**src/rtl/seq_pattern_tx.sv**
```systemverilog
// Serial pattern transmitter: loads a pattern word over valid/ready and shifts it
// MSB-first onto a 1-bit line, repeating passes back-to-back with no gap.
module seq_pattern_tx #(
  parameter int WIDTH = 8,
  parameter int LEN_W = $clog2(WIDTH + 1),
  parameter int RPT_W = 4
) (
  input  logic             clk,
  input  logic             rst,
  input  logic             load_valid,
  output logic             load_ready,
  input  logic [WIDTH-1:0] load_data,
  input  logic [LEN_W-1:0] load_len,
  input  logic [RPT_W-1:0] load_rpt,
  input  logic             abort,
  output logic             out_seq,
  output logic             out_valid,
  output logic             busy,
  output logic             done
);

  localparam logic [LEN_W-1:0] LEN_MAX = LEN_W'(WIDTH);
  localparam logic [LEN_W-1:0] LEN_ONE = LEN_W'(1);
  localparam logic [RPT_W-1:0] RPT_ONE = RPT_W'(1);

  typedef enum logic [1:0] {
    S_IDLE  = 2'd0,
    S_SHIFT = 2'd1,
    S_DONE  = 2'd2
  } state_t;

  state_t           r_state, w_state_nxt;
  logic [WIDTH-1:0] r_data, w_data_nxt;
  logic [LEN_W-1:0] r_len, w_len_nxt;
  logic [LEN_W-1:0] r_idx, w_idx_nxt;
  logic [RPT_W-1:0] r_rpt_left, w_rpt_left_nxt;
  logic             r_out_seq, w_out_seq_nxt;
  logic             r_out_valid, w_out_valid_nxt;
  logic             r_busy, w_busy_nxt;
  logic             r_done, w_done_nxt;
  logic             r_load_ready, w_load_ready_nxt;

  logic             w_accept;
  logic [LEN_W-1:0] w_load_len;
  logic [LEN_W-1:0] w_load_msb;
  logic [LEN_W-1:0] w_shift_idx;
  logic             w_load_bit;
  logic             w_shift_bit;

  assign w_accept    = load_valid && r_load_ready;
  // Zero or oversized lengths fall back to the full pattern width.
  assign w_load_len  = (load_len == '0 || load_len > LEN_MAX) ? LEN_MAX : load_len;
  assign w_load_msb  = w_load_len - LEN_ONE;
  // r_idx names the bit on the line now; index 0 wraps to the MSB for the next pass.
  assign w_shift_idx = (r_idx == '0) ? (r_len - LEN_ONE) : (r_idx - LEN_ONE);

  always_comb begin
    w_load_bit  = 1'b0;
    w_shift_bit = 1'b0;
    for (int i = 0; i < WIDTH; i++) begin
      if (w_load_msb == LEN_W'(i))  w_load_bit  = load_data[i];
      if (w_shift_idx == LEN_W'(i)) w_shift_bit = r_data[i];
    end
  end

  always_comb begin
    // NOTE: every next-value gets a default before the case so no path leaves a signal unassigned (no latches).
    w_state_nxt      = r_state;
    w_data_nxt       = r_data;
    w_len_nxt        = r_len;
    w_idx_nxt        = r_idx;
    w_rpt_left_nxt   = r_rpt_left;
    w_out_seq_nxt    = 1'b0;
    w_out_valid_nxt  = 1'b0;
    w_busy_nxt       = r_busy;
    w_done_nxt       = 1'b0;
    w_load_ready_nxt = r_load_ready;

    unique case (r_state)
      S_IDLE: begin
        w_busy_nxt       = 1'b0;
        w_load_ready_nxt = 1'b1;
        if (w_accept) begin
          w_data_nxt       = load_data;
          w_len_nxt        = w_load_len;
          w_idx_nxt        = w_load_msb;
          w_rpt_left_nxt   = load_rpt;
          w_out_seq_nxt    = w_load_bit;
          w_out_valid_nxt  = 1'b1;
          w_busy_nxt       = 1'b1;
          w_load_ready_nxt = 1'b0;
          w_state_nxt      = S_SHIFT;
        end
      end

      S_SHIFT: begin
        if (abort) begin
          w_busy_nxt       = 1'b0;
          w_load_ready_nxt = 1'b1;
          w_state_nxt      = S_IDLE;
        end else if (r_idx == '0 && r_rpt_left == '0) begin
          w_done_nxt  = 1'b1;
          w_state_nxt = S_DONE;
        end else begin
          if (r_idx == '0) w_rpt_left_nxt = r_rpt_left - RPT_ONE;
          w_idx_nxt       = w_shift_idx;
          w_out_seq_nxt   = w_shift_bit;
          w_out_valid_nxt = 1'b1;
        end
      end

      S_DONE: begin
        w_busy_nxt       = 1'b0;
        w_load_ready_nxt = 1'b1;
        w_state_nxt      = S_IDLE;
      end

      default: begin
        w_busy_nxt       = 1'b0;
        w_load_ready_nxt = 1'b0;
        w_state_nxt      = S_IDLE;
      end
    endcase
  end

  // NOTE: state registers use non-blocking assignments so every register samples pre-edge values.
  always_ff @(posedge clk or negedge rst) begin
    if (!rst) begin
      r_state      <= S_IDLE;
      r_data       <= '0;
      r_len        <= '0;
      r_idx        <= '0;
      r_rpt_left   <= '0;
      r_out_seq    <= 1'b0;
      r_out_valid  <= 1'b0;
      r_busy       <= 1'b0;
      r_done       <= 1'b0;
      r_load_ready <= 1'b0;
    end else begin
      r_state      <= w_state_nxt;
      r_data       <= w_data_nxt;
      r_len        <= w_len_nxt;
      r_idx        <= w_idx_nxt;
      r_rpt_left   <= w_rpt_left_nxt;
      r_out_seq    <= w_out_seq_nxt;
      r_out_valid  <= w_out_valid_nxt;
      r_busy       <= w_busy_nxt;
      r_done       <= w_done_nxt;
      r_load_ready <= w_load_ready_nxt;
    end
  end

  assign out_seq    = r_out_seq;
  assign out_valid  = r_out_valid;
  assign busy       = r_busy;
  assign done       = r_done;
  assign load_ready = r_load_ready;

endmodule

```
**config.mk**
```make
export PLATFORM = sky130hd
export DESIGN_NAME = seq_pattern_tx
export DESIGN_NICKNAME = d
export VERILOG_FILES = /design/src/rtl/seq_pattern_tx.sv
export SDC_FILE = /design/constraint.sdc
export NUM_CORES = 1
export LEC_CHECK = 0
export ABC_CLOCK_PERIOD_IN_PS = 4200
export BUFFER_PORTS_ARGS = -buffer_cell sky130_fd_sc_hd__buf_2
export CAP_MARGIN = 5
export CORE_MARGIN = 2
export CORE_UTILIZATION = 31
export CTS_CLUSTER_SIZE = 28
export DETAILED_ROUTE_END_ITERATION = 12
export PLACE_DENSITY = 0.59
export SLEW_MARGIN = 20
export SYNTH_ARGS = -nofsm -noshare
export SYNTH_HDL_FRONTEND = slang
export SYNTH_SLANG_ARGS = --single-unit
```
**constraint.sdc**
```tcl
create_clock -name clk -period 4.2 [get_ports clk]
set_input_delay 0.42 -clock clk [delete_from_list [all_inputs] [get_ports clk]]
set_output_delay 0.42 -clock clk [all_outputs]
set_load 0.01 [all_outputs]
```
---- Word-level counts from Yosys, hierarchy flattened ----
Index checks and enable logic that the tools add are counted.
storage, ports and cells
  logic and storage cells ................. 98
  bits of input ports ..................... 20
  bits in registers ....................... 27
operators by class
  add/sub/neg operators ................... 4
  muxes and demuxes ....................... 47
  equal/unequal tests ..................... 22
  reductions and logical operators ........ 14
  $lt $le $gt $ge ......................... 1
operators by type and width
  operator                                                            number
  4-bit 2-to-1 mux                                                    9
  4-bit by 3-bit == test with 1-bit output, second input constant     8
  1-bit 2-to-1 mux                                                    28
  4-bit logical NOT                                                   5
  4-bit by 2-bit == test with 1-bit output, second input constant     4
  4-bit case mux with 2 select lines                                  2
  4-bit by 1-bit subtractor with 4-bit output, second input constant  4
  2-bit != test, second input constant                                5
  4-bit by 1-bit == test with 1-bit output, second input constant     2
  2-bit 2-to-1 mux                                                    3
  1-bit case mux with 2 select lines                                  3
  5-bit AND reduction                                                 1
  4-bit > comparator, second input constant                           1
  2-bit case mux with 2 select lines                                  1
  2-bit AND reduction                                                 2
  4-bit AND reduction                                                 1
  3-bit != test, second input constant                                1
  1-bit case mux with 3 select lines                                  1
  2-bit by 1-bit == test with 1-bit output, second input constant     1
  2-bit == test, second input constant                                1
  1-bit logical AND                                                   2
  2-bit logical NOT                                                   1
  2-bit nonzero test                                                  1
  1-bit logical OR                                                    1

---- Depth between registers and ports, before layout ----
Gate-level depths: netlist of the first run.
  depth after elaboration ................. 15
  depth in mapped cells ................... 9
  depth with buffers taken out ............ 9

---- Worst setup path before layout of the first run ----
Ideal clock, no wire load.
  path type ............................... flip-flop to flip-flop
  start ................................... register r_idx[2]
  end ..................................... register r_out_seq (netlist: out_seq)
  path slack .............................. 2.235 ns
  clock period less this slack ............ 1.965 ns
  buffers on the path ..................... 0
  cell stages (with the launch flop) ...... 10
  arrival ................................. 1.861 ns
  cell sequence ........................... dfrtp_1 -> nor2_1 -> a31oi_1 -> inv_1 -> ha_1 -> nand3b_1 -> a21oi_2 -> nor2_1 -> a22o_1 -> o41ai_2
on the way
  cells in the longest elaborated chain, start to end .. 14
  elaborated cells between the ends (all ways) .. 23
  classes of those cells .................. add/sub (1); eq/ne (7); mux (12); reduce/logical (3)
RTL lines
  what                                                                              line     text
  start: declaration                                                                35       logic [LEN_W-1:0] r_idx, w_idx_nxt;
  start signal: assignment                                                          143      r_idx <= w_idx_nxt;
  4-bit by 1-bit subtractor with 4-bit output or 4-bit logical NOT (tied branches)  55, 101
  4-bit 2-to-1 mux                                                                  55       assign w_shift_idx = (r_idx == '0) ? (r_len - LEN_ONE) : (r_idx - LEN_ONE);
  4-bit logical NOT                                                                 62       if (w_shift_idx == LEN_W'(i)) w_shift_bit = r_data[i];
  1-bit 2-to-1 mux (8 in series)                                                    62
  1-bit 2-to-1 mux *                                                                101      end else if (r_idx == '0 && r_rpt_left == '0) begin
  1-bit 2-to-1 mux *                                                                97       if (abort) begin
  1-bit case mux with 2 select lines *                                              79       unique case (r_state)
  via w_out_seq_nxt                                                                 37       logic r_out_seq, w_out_seq_nxt;
  end signal: assignment                                                            145      r_out_seq <= w_out_seq_nxt;
  end: declaration                                                                  37
Mark *: on every way through the listed nets, which the timed path passes. The rest lies on a longest branch.
A chain may end at the register's enable or synchronous reset.

---- Final worst setup path of the first run ----
  start ................................... register r_state[1]
  end ..................................... register r_rpt_left[2]
on the way
  cells in the longest elaborated chain, start to end .. 3
  elaborated cells between the ends (all ways) .. 9
  classes of those cells .................. eq/ne (5); mux (1); reduce/logical (3)
RTL lines
  what                                                                           line  text
  start: declaration                                                             32    state_t r_state, w_state_nxt;
  start signal: assignment                                                       140   r_state <= w_state_nxt;
  2-bit by 1-bit == test with 1-bit output or 2-bit logical NOT (tied branches)  79
  2-bit != test (no source line) or 2-bit nonzero test (tied branches)           -
  5-bit AND reduction (no source line)                                           -
  end signal: assignment                                                         144   r_rpt_left <= w_rpt_left_nxt;
  end: declaration                                                               36    logic [RPT_W-1:0] r_rpt_left, w_rpt_left_nxt;
Parallel ways exist; a longest one is shown, timed or not.

==> reports/metrics.cfg, run 1 <==
[place]
hpwl_um=2430
numPortBuffers=24
dpl_worst_slack_ns=1.86
dp.cells=254
gp_routability_congestion=0.782

[cts]
cts_setup_buffers=0
h-tree-depth=1
cts_tree=done
clk_latency_ns=0.27
clock_tree.buffer_depth=2
cts_hold_buf=0
clkTransAtPathRegs_ns=0.09
clock-root-buffer=clkbuf_8
numCtsBuffers=3
post_cts_resized=0
cts_sinks=27

[global_routing]
grt_overflow_total=0
grt_pass1_wl_um=5510
antenna_found_initial=0
grt_max_degree=28
grt_pass1_vias=1166
grt_use_total_pct=11.4

[timing]
setup_viol=0
holdWs_ns=0.145
finalSetupTns_ns=0
timing.max_slew.rel_slack_pct=46.1
hold_violations=0
rsz0062_at_grt=no
worstMarginPinSlew_ns=0.806
drv_slew=0
post-route-period-util_pct=55.5
layout_setup_ws_ns=1.87
min_period_ns=2.33
max_freq_ghz=0.429
skew_ns=0.00321

[finish]
area.sequential_um2=676
num-fill-cells=541
nNetsFinal=222
antenna_cells=0
area_growth_syn_to_layout_pct=14.4
multiInputGateArea_um2=875
fin_cells=258
final_layout_size_suffix_gt1_share_pct=22.9

[die]
core_area_um2=5070
die_w_um=76.2
io_pins=25
dieArea_um2=5800
fp-row-count=26
die_y_um=76.2
initial_core_util_pct=31.8

[yosys]
yosysSeqAreaShare_pct=41.8
netlist_area_um2=1620
synth_cells=164
ys.flop_type=dfrtp_1
synth_seq_cells=27
avgSynthCellArea_um2=9.85
synth_edf_count=0
ys_types=41
synth_warnings=0
yosys.area.top_type_share_pct=41.8
netlist_top_cells_area=dfrtp_1 42%, ha_1 10%, mux2_2 6.3%
async_flop_share_pct=100
yosysTopAreaCell=dfrtp_1
syn-num-nets=197

[worst_setup_path]
timing.rr.start=r_state[1]
worstSetupPathType=flop to flop
cp-end-kind=flop
r2r_setup_slack_ns=1.87
worst-path-stages=7
slowest_stage=ha_1
crit_buf_inv=1
max_stage_delay_ns=0.49
path_max_fanout=15
crit_end=r_rpt_left[2]
critPathLaunchType=flop
reg2reg_depth=7
setup.worst_path.start=r_state[1]
crit_required_ns=4.34
critPathTopFamily=simple AND/OR/NAND/NOR gates
crit_arrival_ns=2.47
crit_chain=inv_1 -> ha_1 -> nor2b_1 -> a41oi_1 -> or3_1 -> o22ai_1 -> a21oi_1
r2r_end=r_rpt_left[2]

[power_and_ir_drop]
p_per_area_nw_per_um2=650
finalPower_mw=1.20
max-vdd-ir-drop_uv=228
leakagePower_nw=0.834

[status]
status=completed

[detailed_routing]
wire_per_inst_um=12.5
first_iter_violations=47
num_vias=1230
first_pass_iters=4
drc_errors=0
ant_nets=0
viasPerCell=4.77
wl_um=3210

[worst_hold_path]
min_path_type=primary input to asynchronous set/reset pin

[flow_run]
cap_violations=0

## where the power goes
group	internal (mW)	switching, mW
Combinational	0.257	0.325
Sequential	0.375	0.0927
Clock	0.0681	0.0834
## synth_stat cells, drive strengths merged (2+ instances only)
cell type / n
dfrtp: 27
o21ai: 16
nand2: 15
ha: 13
inv: 12
nor2: 12
a21oi: 10
mux2: 9
nor3: 6
nand2b: 4
a31oi: 3
mux2i: 3
nand3: 3
nor2b: 3
a211oi: 2
buf: 2
clkbuf: 2
o22ai: 2
o31ai: 2
xnor2: 2
## per-layer routing
metal | track usage (%) | wire, µm | up-vias
met5 | 0 | 0 | -
met4 | 2.18 | 27 | 0
met3 | 2.37 | 130 | 2
met2 | 18.3 | 1410 | 24
met1 | 16.0 | 1650 | 578
li1 | - | - | 626
## worst min-delay path by stage
stage	from	to	slack [ns]	cells after the start
2_1_floorplan	rst	busy	0.12	0
3_3_place_gp	rst	r_data[5]	0.48	1
3_5_place_dp	rst	r_data[5]	0.48	1
4_1_cts	rst	r_data[5]	0.18	1
5_1_grt	rst	r_data[2]	0.19	1
6_report	rst	r_data[2]	0.15	1
## cell families after synthesis
logic type | after synthesis | share of synthesized area (%)
XOR/XNOR | 3 | 1.63
buffers and inverters | 16 | 4.03
adder cells (fa/ha/maj) | 13 | 10.1
AND/OR/NAND/NOR | 48 | 14.5
multiplexers | 13 | 9.53
flip-flops | 27 | 41.8
AO/OA/AOI/OAI | 44 | 18.4
## placed cells by master (no fill, tap or decap), types with 2 or more instances in the layout
master,n
xnor2_1,2
o21ai_0,11
mux2i_1,3
ha_1,13
nand3_1,3
nand2b_1,4
inv_1,11
a31oi_1,3
nand2_1,15
nor2_1,12
a21oi_1,9
o22ai_1,2
mux2_2,9
clkbuf_8,3
o21ai_1,4
dfrtp_1,27
o31ai_1,2
nor2b_1,3
nor3_1,6
buf_2,24
a211oi_1,2
## sequential cells by signal, indices dropped and copies added, names as in the netlist
| name | count |
|---|---|
| busy | 1 |
| r_len | 4 |
| r_idx | 4 |
| out_seq | 1 |
| out_valid | 1 |
| load_ready | 1 |
| r_state | 2 |
| done | 1 |
| r_rpt_left | 4 |
| r_data | 8 |
## metrics by stage
step,instance area (µm²),utilization [%]
floorplan,1620,-
global placement,1800,35.5
detailed placement,1800,35.5
CTS,1850,36.4
global route,1850,36.4
finish,1850,36.4
## layout make-up
type | count | share of cell area [%]
Tap cell | 70 | 4.74
Sequential cell | 27 | 36.6
Timing Repair Buffer | 24 | 6.50
Multi-Input combinational cell | 121 | 47.3
Inverter | 12 | 2.44
Clock buffer | 4 | 2.44
(Power assumes the default switching activity.)
==> inputs of run 2 (changes only) <==
- ABC_CLOCK_PERIOD_IN_PS: 4200 -> 2250
- clock period: 4.2 -> 2.25 ns (I/O delays scaled with it)
==> run 2 against run 1 <==
Net effect:
- hold slack gained 0.045 ns
- critical path type unchanged
- total power grew 91%
- critical path depth grew 2
- critical endpoint is now out_seq
- global-route usage rose by 0.39 points
- clock skew up 0.0026 ns
- die area did not move
- final cell count up 2.3%
==> reports/metrics.cfg, run 2 (synthesized netlist as in run 1, its figures left out) <==
[status]
status=completed

[cts]
clk_latency_ns=0.27
h-tree-depth=1
clock_tree.buffer_depth=2
cts_tree=done
cts_setup_buffers=0
clkTransAtPathRegs_ns=0.09
cts_sinks=27
numCtsBuffers=3
clock-root-buffer=clkbuf_8

[die]
die_w_um=76.2
core_area_um2=5070
initial_core_util_pct=31.8
die_y_um=76.2
fp-row-count=26
io_pins=25
dieArea_um2=5800

[timing]
hold_violations=0
finalSetupTns_ns=0
max_freq_ghz=0.481
setup_viol=0
drv_slew=0
timing.max_slew.rel_slack_pct=59.0
rsz0062_at_grt=no
skew_ns=0.00586
worstMarginPinSlew_ns=0.615
post-route-period-util_pct=92.3
min_period_ns=2.08

[detailed_routing]
first_iter_violations=73
num_vias=1252
drc_errors=0
wl_um=3250
first_pass_iters=4
wire_per_inst_um=12.3
ant_nets=0
viasPerCell=4.74

[global_routing]
grt_max_degree=28
grt_pass1_vias=1225
grt_use_total_pct=11.8
grt_pass1_wl_um=5650
grt_overflow_total=0
antenna_found_initial=0

[worst_hold_path]
min_path_type=primary input to flop

[power_and_ir_drop]
clock_power_share_pct=12.1
swShare_pct=41.1
p_switching_uw=941
max-vdd-ir-drop_uv=563
power_frac_seq_pct=38.2
p_per_area_nw_per_um2=1210
comb_power_share_pct=49.7
leakagePower_nw=0.863
p_int_mw=1.35

[finish]
antenna_cells=0
area_growth_syn_to_layout_pct=17.5
final_layout_size_suffix_gt1_share_pct=25.3
largest_reg_flops=8
final_util_pct=37.4
final_common_cell=dfrtp_1
final_cell_mix=27 x dfrtp_1, 24 x buf_2, 15 x nand2_1
num-fill-cells=542
nNetsFinal=228
largest-register=r_data

[worst_setup_path]
path_common_cell=nor2_1
cp-end-kind=flop
slowest_stage=dfrtp_1
path_max_fanout=6
crit_required_ns=2.43
max_stage_delay_ns=0.44
worstSetupPathType=flop to flop
crit_chain=nor2_1 -> a31oi_1 -> inv_1 -> ha_1 -> nand3b_1 -> a21oi_2 -> nor2_1 -> a22o_1 -> o41ai_2
crit_arrival_ns=2.25
critPathLaunchType=flop

[place]
numPortBuffers=24
hpwl_um=2500
gp_routability_congestion=0.784

[flow_run]
cap_violations=0

## run 2: final cells by class
class / instances / area, µm² / share of cell area, %
Timing Repair Buffer: 30 / 168 / 8.83
Multi-Input combinational cell: 121 / 877 / 46.2
Clock buffer: 4 / 45.0 / 2.37
Inverter: 12 / 45.0 / 2.37
Tap cell: 70 / 87.6 / 4.61
Sequential cell: 27 / 676 / 35.6
## run 2: metrics by stage
| step | power, mW | worst slack (ns) | instance area [µm²] | std cells | hold WS [ns] |
|---|---|---|---|---|---|
| 2_1_floorplan | 1.70 | 0.285 | 1620 | 164 | -0.0706 |
| 3_3_place_gp | 2.01 | 0.245 | 1840 | 259 | 0.274 |
| 3_5_place_dp | 2.02 | 0.171 | 1840 | 259 | 0.283 |
| 4_1_cts | 2.31 | 0.133 | 1900 | 264 | 0.187 |
| 5_1_grt | 2.51 | 0.0342 | 1900 | 264 | 0.186 |
| 6_report | 2.29 | 0.173 | 1900 | 264 | 0.191 |
## run 2: power by group through the flow
stage	Clock (mW)	Sequential [mW]	Combinational, mW
floorplan	0	0.849	0.852
finish	0.277	0.875	1.14
detailed placement	0	0.882	1.14
CTS	0.291	0.871	1.14
global placement	0	0.874	1.13
global route	0.308	0.904	1.30
## run 2: worst paths after layout
kind / cells after the start / slack (ns) / startpoint / end
worst max register to register: 9 / 0.17 / r_idx[2] / out_seq
max in group asynchronous: 2 / 1.35 / rst / r_rpt_left[2]
worst max-delay path: 9 / 0.17 / r_idx[2] / out_seq
min in group asynchronous: 2 / 0.49 / rst / r_data[4]
worst min-delay path: 2 / 0.19 / load_data[5] / r_data[5]
worst min register to register: 2 / 0.48 / busy / busy
## run 2: metal layers
layer  global-route usage, %  share of wire, %  wire [µm]
met4                    2.73              0.83         27
met1                    16.2                50       1640
met2                    19.2                46       1480
met3                    2.37               3.2        103
met5                       0                 0          0
## run 2: repair_timing
item / in CTS / in global routing
setup endpoints to repair: 0 / 1
hold endpoints to repair: 27 / 0
hold buffers: 1 / 0
resized for setup: 0 / 1
## run 2: worst max-delay path, delay by kind of cell (launching register included)
kind,cells,cell delay (ns)
buffers and inverters,1,0.09
adder cells (fa/ha/maj),1,0.24
flip-flops,1,0.44
AO/OA/AOI/OAI,4,0.89
AND/OR/NAND/NOR,3,0.32
